===== src/rtl/alu_sequencer.sv =====
`default_nettype none
// ============================================================================
//  Module   : alu_sequencer
//  Purpose  : Runs a multi-pass command against an external combinational
//             ALU.  The accumulator is fed back as op1 on every pass, op2
//             is held constant.  DEC/DECx-style opcodes (00101, 00110) stop
//             early as soon as the ALU reports a negative result.
//  Ports    : clk, rst_n          - clock, async active-low reset
//             cmd_*               - valid/ready command channel
//             alu_opcode/op1/op2  - operands driven to the ALU (0 unless EXEC)
//             alu_res/s/g         - ALU result and flags (sampled in EXEC only)
//             rsp_*               - valid/ready registered response channel
//  Revision : 1.0  initial release
// ============================================================================
module alu_sequencer #(
    parameter int ITER_W = 3
) (
    input  logic              clk,
    input  logic              rst_n,
    input  logic              cmd_valid,
    output logic              cmd_ready,
    input  logic [4:0]        cmd_opcode,
    input  logic [9:0]        cmd_op1,
    input  logic [9:0]        cmd_op2,
    input  logic [ITER_W-1:0] cmd_iter,
    output logic [4:0]        alu_opcode,
    output logic [9:0]        alu_op1,
    output logic [9:0]        alu_op2,
    input  logic [9:0]        alu_res,
    input  logic              alu_s,
    input  logic              alu_g,
    output logic              rsp_valid,
    input  logic              rsp_ready,
    output logic [9:0]        rsp_res,
    output logic              rsp_s,
    output logic              rsp_g,
    output logic              rsp_err,
    output logic              rsp_early
);

    typedef enum logic [1:0] {
        IDLE = 2'd0,
        EXEC = 2'd1,
        RESP = 2'd2
    } state_t;

    state_t              r_state;
    state_t              w_next;

    logic [4:0]          r_opcode;
    logic [9:0]          r_acc;
    logic [9:0]          r_op2;
    logic [ITER_W-1:0]   r_cnt;

    // Handshake outputs are registered so that they read 0 while reset is
    // asserted even though the reset state is IDLE.
    logic                r_cmd_ready;
    logic                r_rsp_valid;
    logic [9:0]          r_rsp_res;
    logic                r_rsp_s;
    logic                r_rsp_g;
    logic                r_rsp_err;
    logic                r_rsp_early;

    logic                w_accept;
    logic                w_supported;
    logic                w_early_op;
    logic                w_early_stop;
    logic                w_last_pass;

    assign w_accept     = cmd_valid && r_cmd_ready;
    assign w_early_op   = (r_opcode == 5'b00101) || (r_opcode == 5'b00110);
    assign w_early_stop = w_early_op && alu_s;
    assign w_last_pass  = (r_cnt == '0) || w_early_stop;

    always_comb begin
        w_supported = 1'b0;
        case (cmd_opcode)
            5'b00101, 5'b00110, 5'b00111, 5'b01000, 5'b01001,
            5'b01010, 5'b01011, 5'b01100, 5'b10011: w_supported = 1'b1;
            default:                                w_supported = 1'b0;
        endcase
    end

    // Next-state logic
    always_comb begin
        w_next = r_state;
        case (r_state)
            IDLE: if (w_accept)                 w_next = w_supported ? EXEC : RESP;
            EXEC: if (w_last_pass)              w_next = RESP;
            RESP: if (r_rsp_valid && rsp_ready) w_next = IDLE;
            default:                            w_next = IDLE;
        endcase
    end

    // ALU is only driven while a pass is executing
    assign alu_opcode = (r_state == EXEC) ? r_opcode : 5'd0;
    assign alu_op1    = (r_state == EXEC) ? r_acc    : 10'd0;
    assign alu_op2    = (r_state == EXEC) ? r_op2    : 10'd0;

    always_ff @(posedge clk or negedge rst_n) begin
        if (!rst_n) begin
            r_state     <= IDLE;
            r_cmd_ready <= 1'b0;
            r_rsp_valid <= 1'b0;
            r_opcode    <= '0;
            r_acc       <= '0;
            r_op2       <= '0;
            r_cnt       <= '0;
            r_rsp_res   <= '0;
            r_rsp_s     <= 1'b0;
            r_rsp_g     <= 1'b0;
            r_rsp_err   <= 1'b0;
            r_rsp_early <= 1'b0;
        end else begin
            r_state     <= w_next;
            r_cmd_ready <= (w_next == IDLE);
            r_rsp_valid <= (w_next == RESP);
            case (r_state)
                IDLE: begin
                    if (w_accept) begin
                        r_opcode <= cmd_opcode;
                        r_acc    <= cmd_op1;
                        r_op2    <= cmd_op2;
                        r_cnt    <= cmd_iter;
                        if (!w_supported) begin
                            r_rsp_res   <= '0;
                            r_rsp_s     <= 1'b0;
                            r_rsp_g     <= 1'b0;
                            r_rsp_err   <= 1'b1;
                            r_rsp_early <= 1'b0;
                        end
                    end
                end
                EXEC: begin
                    r_acc <= alu_res;
                    // Response registers are loaded only on the final pass so
                    // they keep their previous value outside RESP.
                    if (w_last_pass) begin
                        r_rsp_res   <= alu_res;
                        r_rsp_s     <= alu_s;
                        r_rsp_g     <= alu_g;
                        r_rsp_err   <= 1'b0;
                        r_rsp_early <= w_early_stop;
                    end else begin
                        r_cnt <= r_cnt - ITER_W'(1);
                    end
                end
                default: ;
            endcase
        end
    end

    assign cmd_ready = r_cmd_ready;
    assign rsp_valid = r_rsp_valid;
    assign rsp_res   = r_rsp_res;
    assign rsp_s     = r_rsp_s;
    assign rsp_g     = r_rsp_g;
    assign rsp_err   = r_rsp_err;
    assign rsp_early = r_rsp_early;

endmodule
`default_nettype wire


===== config.mk =====
export PLATFORM = sky130hd
export DESIGN_NAME = alu_sequencer
export DESIGN_NICKNAME = d
export VERILOG_FILES = /design/src/rtl/alu_sequencer.sv
export SDC_FILE = /design/constraint.sdc
export NUM_CORES = 1
export LEC_CHECK = 0
export ABC_AREA = 0
export BUFFER_PORTS_ARGS = -buffer_cell sky130_fd_sc_hd__buf_2
export CAP_MARGIN = 30
export CORE_ASPECT_RATIO = 1.25
export CORE_UTILIZATION = 48
export CTS_CLUSTER_SIZE = 8
export DETAILED_ROUTE_END_ITERATION = 12
export PLACE_DENSITY_LB_ADDON = 0.1
export SYNTH_ARGS = -nofsm -noshare
export SYNTH_HDL_FRONTEND = slang
export SYNTH_SLANG_ARGS = --single-unit

===== constraint.sdc =====
create_clock -name clk -period 1.8 [get_ports clk]
set_input_delay 0.18 -clock clk [delete_from_list [all_inputs] [get_ports clk]]
set_output_delay 0.18 -clock clk [all_outputs]
set_load 0.05 [all_outputs]

After elaboration in Yosys (flattened, before gate mapping)
Memories as Yosys holds them, arrays and structs flattened.
Cells that the tools add are included.
{ "op_classes": {"addsub": 1, "multipliers": 0, "div_mod_pow": 0, "magnitude_cmp": 0, "eq_ne": 9, "shifts": 0, "muxes": 29, "bitwise": 0, "reduce_logical": 13} }
{ "ops": {"columns": ["op", "count"], "rows": [
  ["$mux 10", 6],
  ["$pmux 10 s2", 2],
  ["$eq 5x3->1 const B", 2],
  ["$mux 1", 8],
  ["$mux 2", 4],
  ["$ne 2x2->1 const B", 4],
  ["$pmux 1 s2", 4],
  ["$mux 3", 2],
  ["$pmux 2 s3", 1],
  ["$pmux 3 s2", 1],
  ["$mux 5", 1],
  ["$eq 2x2->1 const B", 2],
  ["$logic_not 2->1", 2],
  ["$reduce_and 2->1", 2],
  ["$reduce_and 4->1", 1],
  ["$logic_and 1x1->1", 3],
  ["$logic_not 3->1", 1],
  ["$reduce_and 3->1", 1],
  ["$sub 3x1->3 const B", 1],
  ["$eq 2x1->1 const B", 1],
  ["$logic_or 1x1->1", 2],
  ["$reduce_bool 2->1", 1]
]} }
{ "word_totals": {"regBits": 46, "latchBits": 0, "ramBits": 0, "rom_bits": 32, "inputBits": 44, "output_inout_bits": 41, "word_cells": 65, "n_memories": 1} }
{ "mem_list": {"columns": ["memory", "depth", "word_bits", "rd", "rd_clocked_by_memory_dff", "wr", "line_no", "text"], "rows": [
  ["(name not given)", 32, 1, 1, 0, 0, "78", "case (cmd_opcode)"]
]} }

Longest topological paths before layout
{ "logic_depth": {"ltp_word": 7, "depth_mapped": 7, "depth_no_buf": 6} }

Least setup slack after synthesis
Ideal clock, no wire load.
{ "synth_timing": {"kind": "register to register", "from": "reg r_cmd_ready (netlist: cmd_ready)", "to": "reg r_rsp_res[4] (netlist: rsp_res[4])", "setup_time_ns": 0.125, "arrival_ns": 1.792, "setup_slack_ns": -0.117, "path_stages_with_launch": 7, "n_path_buf": 1, "path_cell_list": "dfrtp_1 -> nand2_1 -> nor2_8 -> nand2_4 -> o21ai_4 -> buf_6 -> mux2_4"} }
{ "synth_via": {"elab_chain_len": 3} }
{ "synth_rtl": {"columns": ["item", "line_no", "text"], "rows": [
  ["from (decl)", "57", "logic r_cmd_ready;"],
  ["from (signal assigned)", "117", "r_cmd_ready <= (w_next == IDLE);"],
  ["$logic_and 1x1->1", "71", "assign w_accept = cmd_valid && r_cmd_ready;"],
  ["$ne 2x2->1 (no line)", null, null],
  ["$reduce_and 4->1 (no line)", null, null],
  ["to (signal assigned)", "140", "r_rsp_res <= alu_res;"],
  ["to (decl)", "59", "logic [9:0] r_rsp_res;"]
]} }
Every way passes these cells.
A chain may end at the register's enable or synchronous reset.

Worst setup path in the final report
{ "layout_timing": {"from": "reg r_state[1]", "to": "out alu_op1[7]"} }
{ "layout_via": {"elab_chain_len": 2} }
{ "layout_rtl": {"columns": ["item", "line_no", "text"], "rows": [
  ["from (decl)", "47", "state_t r_state;"],
  ["from (signal assigned)", "116", "r_state <= w_next;"],
  ["$eq 2x1->1", "98", "assign alu_op1 = (r_state == EXEC) ? r_acc : 10'd0;"],
  ["$mux 10", "98", null],
  ["to (decl)", "27", "output logic [9:0] alu_op1,"]
]} }
Every way passes these cells.

==> metrics.md <==
| Metric | Value |
|---|---|
| Status | finished, final reports clean |
| Post-synthesis sequential area ratio | 53.33% |
| Fin Setup TNS | 0 ns |
| CTS tree | done |
| Antenna Cells | 0 |
| Global route overflow | 0 |
| Cell area after layout | 2889 µm² |
| Final Max Tran Viols | 0 |
| Setup WS post-layout | 0.07645 ns |
| # fillers | 329 |
| Later-pin clock latency in the skew report | 0.30 ns |
| Yosys warns | 0 |
| R2R depth | 6 |
| Largest net degree at the start of global routing | 29 |
| DR DRC count | 0 |
| Synth top area cells | dfrtp_1 53%, and2_1 10%, mux2_2 9.9% |
| Worst Setup Path Type | register to output pin |
| Die Ht | 76.97 µm |
| Synth Register Bits | 46 |
| Arr. time, crit path | 1.54 ns |
| Netlist cell types | 33 |
| Placed Instance Area | 2680 µm² |
| Hold Crit Start | cmd_op1[5] |
| Main combinational cell family by area after synthesis | simple AND/OR/NAND/NOR gates |
| Tcrit/Tclk final | 95.75% |
| Post-synth EDFFs | 0 |
| RR Startpoint | r_opcode[4]$_DFFE_PN0P_ |
| Crit end category | output pin |
| Maximum vdd ir drop | 0.9840 mV |
| Share of the synthesized area in the top cell type | 53.33% |
| Share of layout cells above drive strength 1 | 50.55% |
| Post-Route Skew | 0.01560 ns |
| Core ar. | 4197 µm² |
| CP Capture Point | alu_op1[7] |
| All-Layer GR Usage | 20.98% |
| Post-synthesis compound-gate area fraction | 11.13% |
| Hold path depth | 2 |
| HP Class | input port to register |
| Worst-Margin Slew | 0.4687 ns |
| Placed cells | 314 |
| First-pass GRT wire length | 7445 µm |
| Vias in the first global route | 1613 |
| Worst setup startpoint | r_state[1]$_DFF_PN0_ |
| Final Hold Vio Count | 0 |
| I/O pin count | 85 |
| Mux cell area share after synthesis | 14.09% |
| H-tree levels | 2 |
| Total chip power | 4.713 mW |
| Avg Cell Area, Syn | 12.40 µm² |
| Post-DP HPWL | 3280 µm |
| CP max FO | 19 |
| Starting Density | 51.43% |
| Initial antenna violation count | 0 |
| Clock buffer depth | 2 |
| Crit path required time | 1.62 ns |
| Leak pwr | 1.462 nW |
| PD cells | 1631 nW/µm² |
| Max frequency | 580.2 MHz |
| Final Non-Filler Cells | 327 |
| CP Launch Type | register |
| Synth Area in XOR/XNOR | 0.8116% |
| Worst-path clk slew | 0.10 ns |
| Syn Inst Count | 174 |
| Yosys top cell by area | dfrtp_1 |
| Area growth from synthesis to layout | 33.86% |
| Post-Synth Simple-Gate Area | 16.46% |
| Post-route ant nets | 0 |
| Async S/R FF share, synth | 100.0% |
| Worst relative slew slack | 68.76% |
| CTS Sinks | 46 |
| Post-Synth Adder-Cell Area | 1.159% |
| Die area | 4770 µm² |
| Layout Nets | 316 |
| MaxCap Viol Count | 0 |
| Post-synthesis cell area | 2158 µm² |
| Port Buf Inserts | 84 |
| CTS buffer count | 5 |
| Core Rows | 26 |
| Gpl congestion | 0.7903 |
| R2r setup slk | 0.10 ns |
| Mapped Nets | 220 |
| DRT Wirelength | 4592 µm |
| Starting DRC count in detailed routing | 113 |
| RR Endpoint | rsp_res[5]$_DFFE_PN0P_ |
| Root buffer cell | clkbuf_8 |
| Period minus WS final | 1.724 ns |
| Wire length per cell | 14.04 µm |
| DR vias | 1681 |
| Vias per cell | 5.141 |
| Ys flop type | dfrtp_1 |
| Setup-failing EPs final | 0 |
| Die width | 61.98 µm |
| DP Worst Slack | 0.02721 ns |
| DRT Pass-1 Iters | 4 |
-- what timing repair did --
item,in CTS,in global routing
pin swaps,0,2
resized for setup,26,5
hold buffers,1,0
endpoints found under the hold margin,18,0
endpoints found under the setup margin,25,50
setup buffers,0,4
-- layout by cell type (no fill, tap or decap), types with 2 or more instances in the layout --
master    netlist  final
and2_1         35     35
buf_6           1      3
mux2_2         19     19
nand2b_1        2      2
a21oi_1         3      3
nand2_1         4      4
o22ai_1         3      3
nor2_1          7      6
clkbuf_8        0      5
mux2_4          6      6
ha_1            2      2
o21ai_4         2      2
a221o_1        10     10
buf_2           1     59
inv_1           8      8
o21ai_0         4      4
buf_4           0     32
o211ai_1        2      2
dfrtp_1        46     45
-- cells in the mapped netlist, types with 2 or more instances --
cell type,n
o21ai_0,4
and2_1,35
clkbuf_1,4
nand2b_1,2
o211ai_1,2
a221o_1,10
a21oi_1,3
o21ai_4,2
inv_1,8
o22ai_1,3
dfrtp_1,46
nand2_1,4
mux2_2,19
ha_1,2
nor2_1,7
mux2_4,6
-- critical path, stage by stage (launching register included) --
cell and delay (ns):
dfrtp_1 0.41, and2b_4 0.32, buf_6 0.18, and2_1 0.14, buf_4 0.19
-- cell families (layout without fill, tap and decap cells) --
logic type | after synthesis | count (layout)
adders and majority gates | 2 | 2
buffers and inverters | 15 | 112
xor gates and xnor gates | 2 | 2
AOI/OAI and AO/OA | 29 | 29
DFF | 46 | 46
and+or+nand+nor | 55 | 55
muxes | 25 | 25
-- power breakdown --
group | internal (mW) | switching [mW] | leakage, nW
logic | 0.952 | 1.40 | 0.845
clock network | 0.273 | 0.359 | 0.0441
registers | 1.49 | 0.239 | 0.574
total | 2.71 | 2.00 | 1.46
-- stage by stage --
step / util [%] / hold WS [ns]
6_report: 68.84 / 0.1008
3_5_place_dp: 63.86 / 0.1574
5_1_grt: 68.84 / 0.08344
4_1_cts: 67.77 / 0.09269
2_1_floorplan: - / -0.1156
3_3_place_gp: 63.86 / 0.1519
-- state kept, by name, summed over array words and instances, names as in the netlist --
| signal | count |
|---|---|
| r_acc | 10 |
| r_cnt | 3 |
| rsp_early | 1 |
| rsp_res | 10 |
| r_state | 2 |
| rsp_err | 1 |
| r_op2 | 10 |
| r_opcode | 5 |
| rsp_valid | 1 |
| rsp_g | 1 |
| cmd_ready | 1 |
| rsp_s | 1 |
-- how the worst min path moves through the flow --
stage                                 to
finish              r_acc[5]$_DFFE_PN0P_
CTS                 r_acc[5]$_DFFE_PN0P_
global route        r_acc[5]$_DFFE_PN0P_
global placement    r_cnt[1]$_DFFE_PN0P_
detailed placement  r_cnt[0]$_DFFE_PN0P_
floorplan            cmd_ready$_DFF_PN0_
-- per-layer routing --
layer / global-route usage (%) / share of wire, % / wire, µm
met1: 26.78 / 43 / 1968
met2: 32.66 / 49 / 2256
met3: 5.059 / 5.9 / 269
met4: 9.556 / 2.1 / 97
met5: 0 / 0 / 0
-- layout make-up --
cell class,count,area [µm²],area share [%]
Clock inverter,3,21.27,0.7362
Tap cell,56,70.07,2.425
Sequential cell,46,1152,39.89
Multi-Input combinational cell,113,947.2,32.78
Timing Repair Buffer,96,599.3,20.74
Clock buffer,5,68.82,2.382
Inverter,8,30.03,1.039
Note: power is estimated with default switching activity, not from simulation.
